### src/rtl/up_sample_pkg.sv
// Shared types and widths for the nearest-neighbour up-sample stage.
//   DATA_W      pixel width
//   CTRL_W      width of one ctrl_var (coordinate)
//   nn_state_e  controller FSM states
//   nn_coord_t  output-domain coordinate {y, x}
package up_sample_pkg;

  localparam int unsigned DATA_W = 16;
  localparam int unsigned CTRL_W = 16;

  typedef enum logic [1:0] {
    IDLE,
    RUN,
    DRAIN,
    DONE
  } nn_state_e;

  typedef struct packed {
    logic [CTRL_W-1:0] y;
    logic [CTRL_W-1:0] x;
  } nn_coord_t;

endpackage

### src/rtl/up_sample_nn_delay_pipe.sv
// PIPE-deep valid/coord/data delay line between the read and write ports.
//   clk        clock, rising edge
//   flush      synchronous active-high clear of every stage
//   en         global advance enable (low freezes all stages)
//   in_valid   an issue enters stage 0 this cycle
//   in_coord   coordinate of the issue
//   in_data    read data of the issue
//   out_valid  last stage holds a pending write
//   out_coord  coordinate of the last stage (holds last written value)
//   out_data   data of the last stage (holds last written value)
//   in_flight  some stage other than the last holds a valid entry
module up_sample_nn_delay_pipe
  import up_sample_pkg::*;
#(
  parameter int unsigned PIPE = 1
) (
  input  logic              clk,
  input  logic              flush,
  input  logic              en,
  input  logic              in_valid,
  input  nn_coord_t         in_coord,
  input  logic [DATA_W-1:0] in_data,
  output logic              out_valid,
  output nn_coord_t         out_coord,
  output logic [DATA_W-1:0] out_data,
  output logic              in_flight
);

  logic [PIPE-1:0]   vld;
  nn_coord_t         crd [PIPE];
  logic [DATA_W-1:0] dat [PIPE];

  // Coord/data only move with a valid entry so the outputs keep the last
  // written values between writes.
  always_ff @(posedge clk) begin
    if (flush) begin
      vld <= '0;
      for (int unsigned i = 0; i < PIPE; i++) begin
        crd[i] <= '0;
        dat[i] <= '0;
      end
    end else if (en) begin
      vld[0] <= in_valid;
      if (in_valid) begin
        crd[0] <= in_coord;
        dat[0] <= in_data;
      end
      for (int unsigned i = 1; i < PIPE; i++) begin
        vld[i] <= vld[i-1];
        if (vld[i-1]) begin
          crd[i] <= crd[i-1];
          dat[i] <= dat[i-1];
        end
      end
    end
  end

  // The last stage is written out in the current cycle, so it does not
  // count as still in flight.
  always_comb begin
    in_flight = 1'b0;
    for (int unsigned i = 0; i + 1 < PIPE; i++) begin
      in_flight = in_flight | vld[i];
    end
  end

  assign out_valid = vld[PIPE-1];
  assign out_coord = crd[PIPE-1];
  assign out_data  = dat[PIPE-1];

endmodule

### src/rtl/up_sample_nearest_neighbor_controller.sv
// Loop-nest controller and compute stage for op_hcompute_nearest_neighbor_stencil.
// Walks the OUT_H x OUT_W output domain, reads hw_input_stencil_ub with output
// coordinates (the buffer applies the floor(/SCALE)) and writes the result to
// nearest_neighbor_stencil_ub PIPE cycles later. Rows are only read once the
// upstream stage reports them written via in_rows_avail.
//   clk, flush               clock; synchronous active-high reset
//   start                    launches a frame when idle
//   stall                    freezes the whole block
//   in_rows_avail            count of fully written input rows
//   *_read_ren/_ctrl_vars    read enable and {x, y, 0} read coordinates
//   *_read                   combinational read data
//   *_write_wen/_ctrl_vars   write enable and {x, y, 0} write coordinates
//   *_write                  write data
//   busy, done               frame in progress; one-cycle completion pulse
module up_sample_nearest_neighbor_controller
  import up_sample_pkg::*;
#(
  parameter int unsigned IN_W       = 64,
  parameter int unsigned IN_H       = 64,
  parameter int unsigned SCALE_LOG2 = 1,
  parameter int unsigned PIPE       = 1
) (
  input  logic                clk,
  input  logic                flush,
  input  logic                start,
  input  logic                stall,
  input  logic [CTRL_W-1:0]   in_rows_avail,
  output logic                op_hcompute_nearest_neighbor_stencil_read_ren,
  output logic [3*CTRL_W-1:0] op_hcompute_nearest_neighbor_stencil_read_ctrl_vars,
  input  logic [DATA_W-1:0]   op_hcompute_nearest_neighbor_stencil_read,
  output logic                op_hcompute_nearest_neighbor_stencil_write_wen,
  output logic [3*CTRL_W-1:0] op_hcompute_nearest_neighbor_stencil_write_ctrl_vars,
  output logic [DATA_W-1:0]   op_hcompute_nearest_neighbor_stencil_write,
  output logic                busy,
  output logic                done
);

  localparam int unsigned     OUT_W  = IN_W << SCALE_LOG2;
  localparam int unsigned     OUT_H  = IN_H << SCALE_LOG2;
  localparam logic [CTRL_W-1:0] X_LAST = CTRL_W'(OUT_W - 1);
  localparam logic [CTRL_W-1:0] Y_LAST = CTRL_W'(OUT_H - 1);

  nn_state_e         state;
  logic [CTRL_W-1:0] x;
  logic [CTRL_W-1:0] y;
  logic              dep_ok;
  logic              issue;
  logic              last_px;
  logic              in_flight;
  logic              pipe_valid;
  nn_coord_t         issue_coord;
  nn_coord_t         pipe_coord;
  logic [DATA_W-1:0] pipe_data;

  // Row y of the output maps to input row y>>SCALE_LOG2; it must be written.
  assign dep_ok  = (y >> SCALE_LOG2) < in_rows_avail;
  assign issue   = (state == RUN) && !stall && dep_ok;
  assign last_px = (x == X_LAST) && (y == Y_LAST);

  always_ff @(posedge clk) begin
    if (flush) begin
      state <= IDLE;
      x     <= '0;
      y     <= '0;
    end else if (!stall) begin
      unique case (state)
        IDLE: begin
          if (start) state <= RUN;
        end
        RUN: begin
          if (issue) begin
            if (x == X_LAST) begin
              x <= '0;
              y <= (y == Y_LAST) ? '0 : y + 1'b1;
            end else begin
              x <= x + 1'b1;
            end
            if (last_px) state <= DRAIN;
          end
        end
        DRAIN: begin
          if (!in_flight) state <= DONE;
        end
        DONE: begin
          state <= IDLE;
        end
        default: state <= IDLE;
      endcase
    end
  end

  assign issue_coord = '{y: y, x: x};

  up_sample_nn_delay_pipe #(
    .PIPE (PIPE)
  ) u_delay_pipe (
    .clk       (clk),
    .flush     (flush),
    .en        (!stall),
    .in_valid  (issue),
    .in_coord  (issue_coord),
    .in_data   (op_hcompute_nearest_neighbor_stencil_read),
    .out_valid (pipe_valid),
    .out_coord (pipe_coord),
    .out_data  (pipe_data),
    .in_flight (in_flight)
  );

  assign op_hcompute_nearest_neighbor_stencil_read_ren       = issue;
  assign op_hcompute_nearest_neighbor_stencil_read_ctrl_vars = {x, y, {CTRL_W{1'b0}}};

  assign op_hcompute_nearest_neighbor_stencil_write_wen       = pipe_valid && !stall;
  assign op_hcompute_nearest_neighbor_stencil_write_ctrl_vars =
    {pipe_coord.x, pipe_coord.y, {CTRL_W{1'b0}}};
  assign op_hcompute_nearest_neighbor_stencil_write           = pipe_data;

  assign busy = (state != IDLE);
  assign done = (state == DONE);

endmodule
### config.mk
export PLATFORM = sky130hd
export DESIGN_NAME = up_sample_nearest_neighbor_controller
export DESIGN_NICKNAME = d
export VERILOG_FILES = /design/src/rtl/up_sample_pkg.sv /design/src/rtl/up_sample_nn_delay_pipe.sv /design/src/rtl/up_sample_nearest_neighbor_controller.sv
export SDC_FILE = /design/constraint.sdc
export NUM_CORES = 1
export LEC_CHECK = 0
export CAP_MARGIN = 5
export CORE_MARGIN = 4
export CORE_UTILIZATION = 25
export DETAILED_ROUTE_END_ITERATION = 10
export SKIP_CTS_REPAIR_TIMING = 1
export SLEW_MARGIN = 20
export SYNTH_ARGS = -nofsm -noshare
export SYNTH_HDL_FRONTEND = slang
export SYNTH_HIERARCHICAL = 1
export SYNTH_SLANG_ARGS = --single-unit
### constraint.sdc
create_clock -name clk -period 3.4 [get_ports clk]
set_clock_uncertainty 0.1 [all_clocks]
set_input_delay 0.85 -clock clk [delete_from_list [all_inputs] [get_ports clk]]
set_output_delay 0.85 -clock clk [all_outputs]
set_load 0.01 [all_outputs]
Word-level counts from Yosys, hierarchy flattened

Memories as Yosys holds them, arrays and structs flattened.
Cells that the tools add are included.

Output and inout bits: 116
Word-level logic and storage cells: 46
Input bits: 36
Register bits: 35
RAM bits: 48
Memories: 2

Memory list:

| name             | depth | bits a word | rd ports | clocked after Yosys merged registers in | write ports | RTL line                      | text |
|---|---|---|---|---|---|---|---|
| u_delay_pipe.crd | 1     | 32          | 1        | 0                                       | 1           | up_sample_nn_delay_pipe.sv:30 | `nn_coord_t crd [PIPE];` |
| u_delay_pipe.dat | 1     | 16          | 1        | 0                                       | 1           | up_sample_nn_delay_pipe.sv:31 | `logic [DATA_W-1:0] dat [PIPE];` |

Multiplexer cells: 16
Add/sub/neg operators: 2
Order comparisons: 1
Equality and inequality tests: 8
Bitwise logic cells: 1
Reductions and logical operators: 12

Operators by type and width:

| kind                    | number |
|---|---|
| $mux W16                | 3 |
| $add A16 B1 Y16 const B | 2 |
| $eq A16 B7 Y1 const B   | 2 |
| $mux W32                | 1 |
| $reduce_or A32 Y1       | 1 |
| $lt A15 B16 Y1          | 1 |
| $reduce_or A16 Y1       | 1 |
| $mux W1                 | 8 |
| $pmux W2 S4             | 1 |
| $reduce_and A4 Y1       | 2 |
| $mux W2                 | 3 |
| $eq A2 B2 Y1 const B    | 2 |
| $logic_and A1 B1 Y1     | 4 |
| $ne A2 B2 Y1 const B    | 2 |
| $reduce_and A3 Y1       | 1 |
| $eq A2 B1 Y1 const B    | 1 |
| $logic_not A2 Y1        | 1 |
| $ne A2 B1 Y1 const B    | 1 |
| $reduce_bool A2 Y1      | 1 |
| $logic_not A1 Y1        | 1 |
| $not A1 Y1              | 1 |

Longest topological paths before layout

Word-level depth: 9
Mapped depth: 12
Mapped depth without buffers: 9

Cells and area by module

The synthesis kept the hierarchy.

By module, submodules not included:

| module                                | sequential area each (µm²) | area an instance (µm²) | instances | cells each |
|---|---|---|---|---|
| up_sample_nearest_neighbor_controller | 680.7                      | 2441.1                 | 1         | 291 |
| up_sample_nn_delay_pipe               | 1461.4                     | 1908.1                 | 1         | 108 |

Least setup slack after synthesis

Ideal clock, no wire load.

Path type: input-to-reg
Start point: input in_rows_avail[11]
End point: memory u_delay_pipe/crd[0][0] (netlist bit) (enable)
Slack: -0.010 ns
Buffers on the path: 0
Stages: 8
Library setup time: 0.383 ns
Data required time: 2.917 ns
Arrival time: 2.927 ns
Cell sequence: inv_1 > ha_1 > a21oi_2 > o211ai_2 > a311oi_4 > o21ai_2 > inv_1 > a21o_2

Cells in the longest elaborated chain, start to end: 8

RTL lines:

| item                                              | RTL line                                    | text |
|---|---|---|
| start: declaration                                | up_sample_nearest_neighbor_controller.sv:27 | `input logic [CTRL_W-1:0] in_rows_avail,` |
| $lt A15 B16 Y1 *                                  | up_sample_nearest_neighbor_controller.sv:56 | `assign dep_ok = (y >> SCALE_LOG2) < in_rows_avail;` |
| $logic_and A1 B1 Y1 *                             | up_sample_nearest_neighbor_controller.sv:57 | `assign issue = (state == RUN) && !stall && dep_ok;` |
| net op_hcompute_nearest_neighbor_stencil_read_ren | up_sample_nearest_neighbor_controller.sv:28 | `output logic op_hcompute_nearest_neighbor_stencil_read_ren,` |
| $mux W1 *                                         | up_sample_nn_delay_pipe.sv:44               | `if (in_valid) begin` |
| $mux W1 *                                         | up_sample_nn_delay_pipe.sv:42               | `end else if (en) begin` |
| $mux W1 *                                         | up_sample_nn_delay_pipe.sv:36               | `if (flush) begin` |
| $mux W1 (implied by the code) *                   | up_sample_nn_delay_pipe.sv:45               | `crd[0] <= in_coord;` |
| $reduce_or A32 Y1 (no line)                       | --                                          |  |
| $mux W1 (no line) *                               | --                                          |  |
| end: declaration                                  | up_sample_nn_delay_pipe.sv:30               |  |

Mark *: on every way through the listed nets, which the timed path passes. The rest lies on a longest branch.

Worst setup path after layout

Start point: input in_rows_avail[10]
End point: output op_hcompute_nearest_neighbor_stencil_read_ren

Cells in the longest elaborated chain, start to end: 2

RTL lines:

| item                | RTL line |
|---|---|
| $lt A15 B16 Y1      | up_sample_nearest_neighbor_controller.sv:56 |
| $logic_and A1 B1 Y1 | up_sample_nearest_neighbor_controller.sv:57 |
| end: declaration    | up_sample_nearest_neighbor_controller.sv:28 |

No other way between the ends.

==> impl_metrics.tcl <==
set metrics [dict create \
    timing.final.crit_share 0.9737 \
    drt_drc_violations_left 0 \
    grt_pass1_wl_mm 17.48 \
    place_area_sq_mm 0.005906 \
    synthArstFlopShare 0 \
    start_kind "input port" \
    cp.arrival_ns 2.36 \
    ys_seq_area_frac 0.4925 \
    holdPathStages 2 \
    drt-vias-per-instance 4.375 \
    drt-wirelength-per-cell_microns 14.41 \
    synth_top_area_share 0.3314 \
    gp_congestion 0.8507 \
    combPwrFrac 0.123 \
    htreeDepth 3 \
    die_area_sq_mm 0.01957 \
    status "completed" \
    worst_ep_required_time_ns 2.45 \
    grt_max_degree 26 \
    gr-total-overflow 0 \
    dpl.hpwl_mm 8.284 \
    num_vias 3382 \
    drv_slew 0 \
    hold_class "reg -> reg" \
    synth_edf_count 48 \
    avgSynthCellArea_sq_um 10.90 \
    crit_type "in -> out" \
    cts.path.max_buffers 2 \
    fmax_mhz 302.1 \
    yosys_warnings 6 \
    cts_tree "yes" \
    clk_pin_slew_worst_paths_ns 0.06 \
    nNetsFinal 605 \
    setup_viol 0 \
    fp-row-count 47 \
    total_power_mw 2.375 \
    antenna_found_initial 0 \
    wirelength_mm 11.14 \
    antenna_cells 0 \
    post-route-cell-area_sq_mm 0.006396 \
    place_inst 755 \
    syn_area_sq_mm 0.004349 \
    path_max_fanout 2 \
    synth_cells 399 \
    drt_iter0_drc 102 \
    switching_share 0.2260 \
    fillers 1676 \
    worst_setup_path_end_kind "output pin" \
    multi_input_area_sq_mm 0.002046 \
    drive_gt1_frac 0.2007 \
    ys.flop_type "edfxtp_1" \
    fp.dieH_microns 139.9 \
    antenna_left 0 \
    area_delta_synth_final_pct 47.07 \
    finalCriticalPeriod_ns 3.310 \
    power.switching_mw 0.5367 \
    ir_drop_uv 192.4 \
    hold_viol_final 0 \
    placeableCoreArea_sq_mm 0.01682 \
    p_leak_nw 2.604 \
    synth_area_leader_cell "edfxtp_1" \
    cts_buffers 9 \
    finalNonFillerCells 773 \
    first_pass_iters 4 \
    yosys-top-cells-count "48 x edfxtp_1, 35 x dfxtp_1, 33 x buf_4" \
    io_pins 152 \
    ys_ff_latch 83 \
    worstSkewPairLatency_ns 0.33 \
    internal_power_mw 1.838 \
    worstRegToRegCells 10 \
    die_x_microns 139.9 \
    io_buffers 119 \
    regArea_sq_mm 0.002142 \
    clock_sinks 83 \
    p_clk_frac 0.408 \
    power_density_mw_per_mm2 371.3 \
    clockRootBuffer "clkbuf_16" \
    yosys-top-cells-area "edfxtp_1 33%, dfxtp_1 16%, ha_1 6.0%" \
    grt_pass1_vias 3368 \
    synth.most_common_cell "edfxtp_1" \
    synth_cell_types 53 \
    maxCapViolCount 0 \
    initial_core_util 0.2586 \
    power_frac_seq 0.469 \
    grt_use_total 0.1098 \
]
-- stage by stage --
stage          utilization  hold slack [ns]  setup TNS (ns)  worst slack [ns]
4_1_cts             0.3688           0.4225         -0.7000           -0.7000
6_report            0.3803           0.4263               0           0.08952
5_1_grt             0.3803           0.4545      -0.0002489        -0.0002489
3_3_place_gp        0.3511           0.3945          -12.02           -0.6535
3_5_place_dp        0.3511           0.4069          -16.03           -0.6776
2_1_floorplan            -           0.3520               0            0.2219
-- power by group through the flow --
stage | Sequential, mW | Clock [mW] | Combinational, mW
2_1_floorplan | 1.15 | 0 | 0.133
3_3_place_gp | 1.13 | 0 | 0.280
3_5_place_dp | 1.14 | 0 | 0.284
4_1_cts | 1.11 | 1.01 | 0.287
5_1_grt | 1.12 | 1.05 | 0.316
6_report | 1.11 | 0.970 | 0.291
-- cells in the final DEF, fill, tap and decap left out, drive strengths merged, types with 2 or more instances in the layout --
cell	count
a21o	2
a21oi	13
a31oi	3
and2	51
and3	10
and4	5
buf	36
clkbuf	12
clkdlybuf4s50	105
clkinv	2
conb	33
dfxtp	35
dlymetal6s2s	13
edfxtp	48
ha	21
inv	24
mux2	2
mux2i	6
nand2	11
nand2b	5
nand3	7
nand4	4
nor2	29
nor2b	3
nor3	4
nor3b	2
nor4	3
o2111ai	10
o211ai	8
o21ai	5
o31ai	4
or3	4
or4	4
xnor2	3
xor2	14
-- layout make-up --
cell class	instances	share of cell area
inverter	23	0.01350
tap	220	0.04304
multi-input combinational	277	0.3198
clock buffer	12	0.03854
timing repair buffer	154	0.2424
sequential	83	0.3349
clock inverter	4	0.007825
-- routing by layer --
layer | up-vias | global-route usage | share of wire
li1 | 1651 | - | -
met1 | 1587 | 0.1348 | 0.43
met2 | 131 | 0.1861 | 0.48
met3 | 13 | 0.03033 | 0.071
met4 | 0 | 0.03723 | 0.015
met5 | - | 0 | 0
-- cell families (layout without fill, tap and decap cells) --
family	after synthesis	after routing	share of synthesized area
AOI/OAI and AO/OA	53	53	0.09235
xor gates and xnor gates	17	17	0.03424
adders and majority gates	21	21	0.06041
buffers and inverters	70	193	0.09896
DFF	83	83	0.4925
muxes	8	8	0.01899
other	2	33	0.001727
and+or+nand+nor	145	145	0.2008
-- state kept, by name, summed over array words and instances (netlist names) --
register,flops
u_delay_pipe/crd,32
x,16
u_delay_pipe/out_valid,1
y,16
u_delay_pipe/dat,16
state,2
-- critical path, stage by stage --
cell	delay (ns)
clkdlybuf4s50_1	0.46
inv_1	0.05
ha_1	0.20
a21oi_2	0.14
o211ai_2	0.13
a311oi_4	0.25
o21ai_2	0.11
inv_2	0.07
buf_6	0.10
-- final timing paths --
| kind | from | slack, ns | to |
|---|---|---|---|
| max | in_rows_avail[10] | 0.09 | op_hcompute_nearest_neighbor_stencil_read_ren |
| min | x[15]$_SDFFE_PP0P_ | 0.43 | x[15]$_SDFFE_PP0P_ |
| max reg2reg | y[3]$_SDFFE_PP0P_ | 0.80 | u_delay_pipe/crd[0][10]$_SDFFCE_PN0P_ |
| min reg2reg | x[15]$_SDFFE_PP0P_ | 0.43 | x[15]$_SDFFE_PP0P_ |
Note: power is estimated with default switching activity, not from simulation.
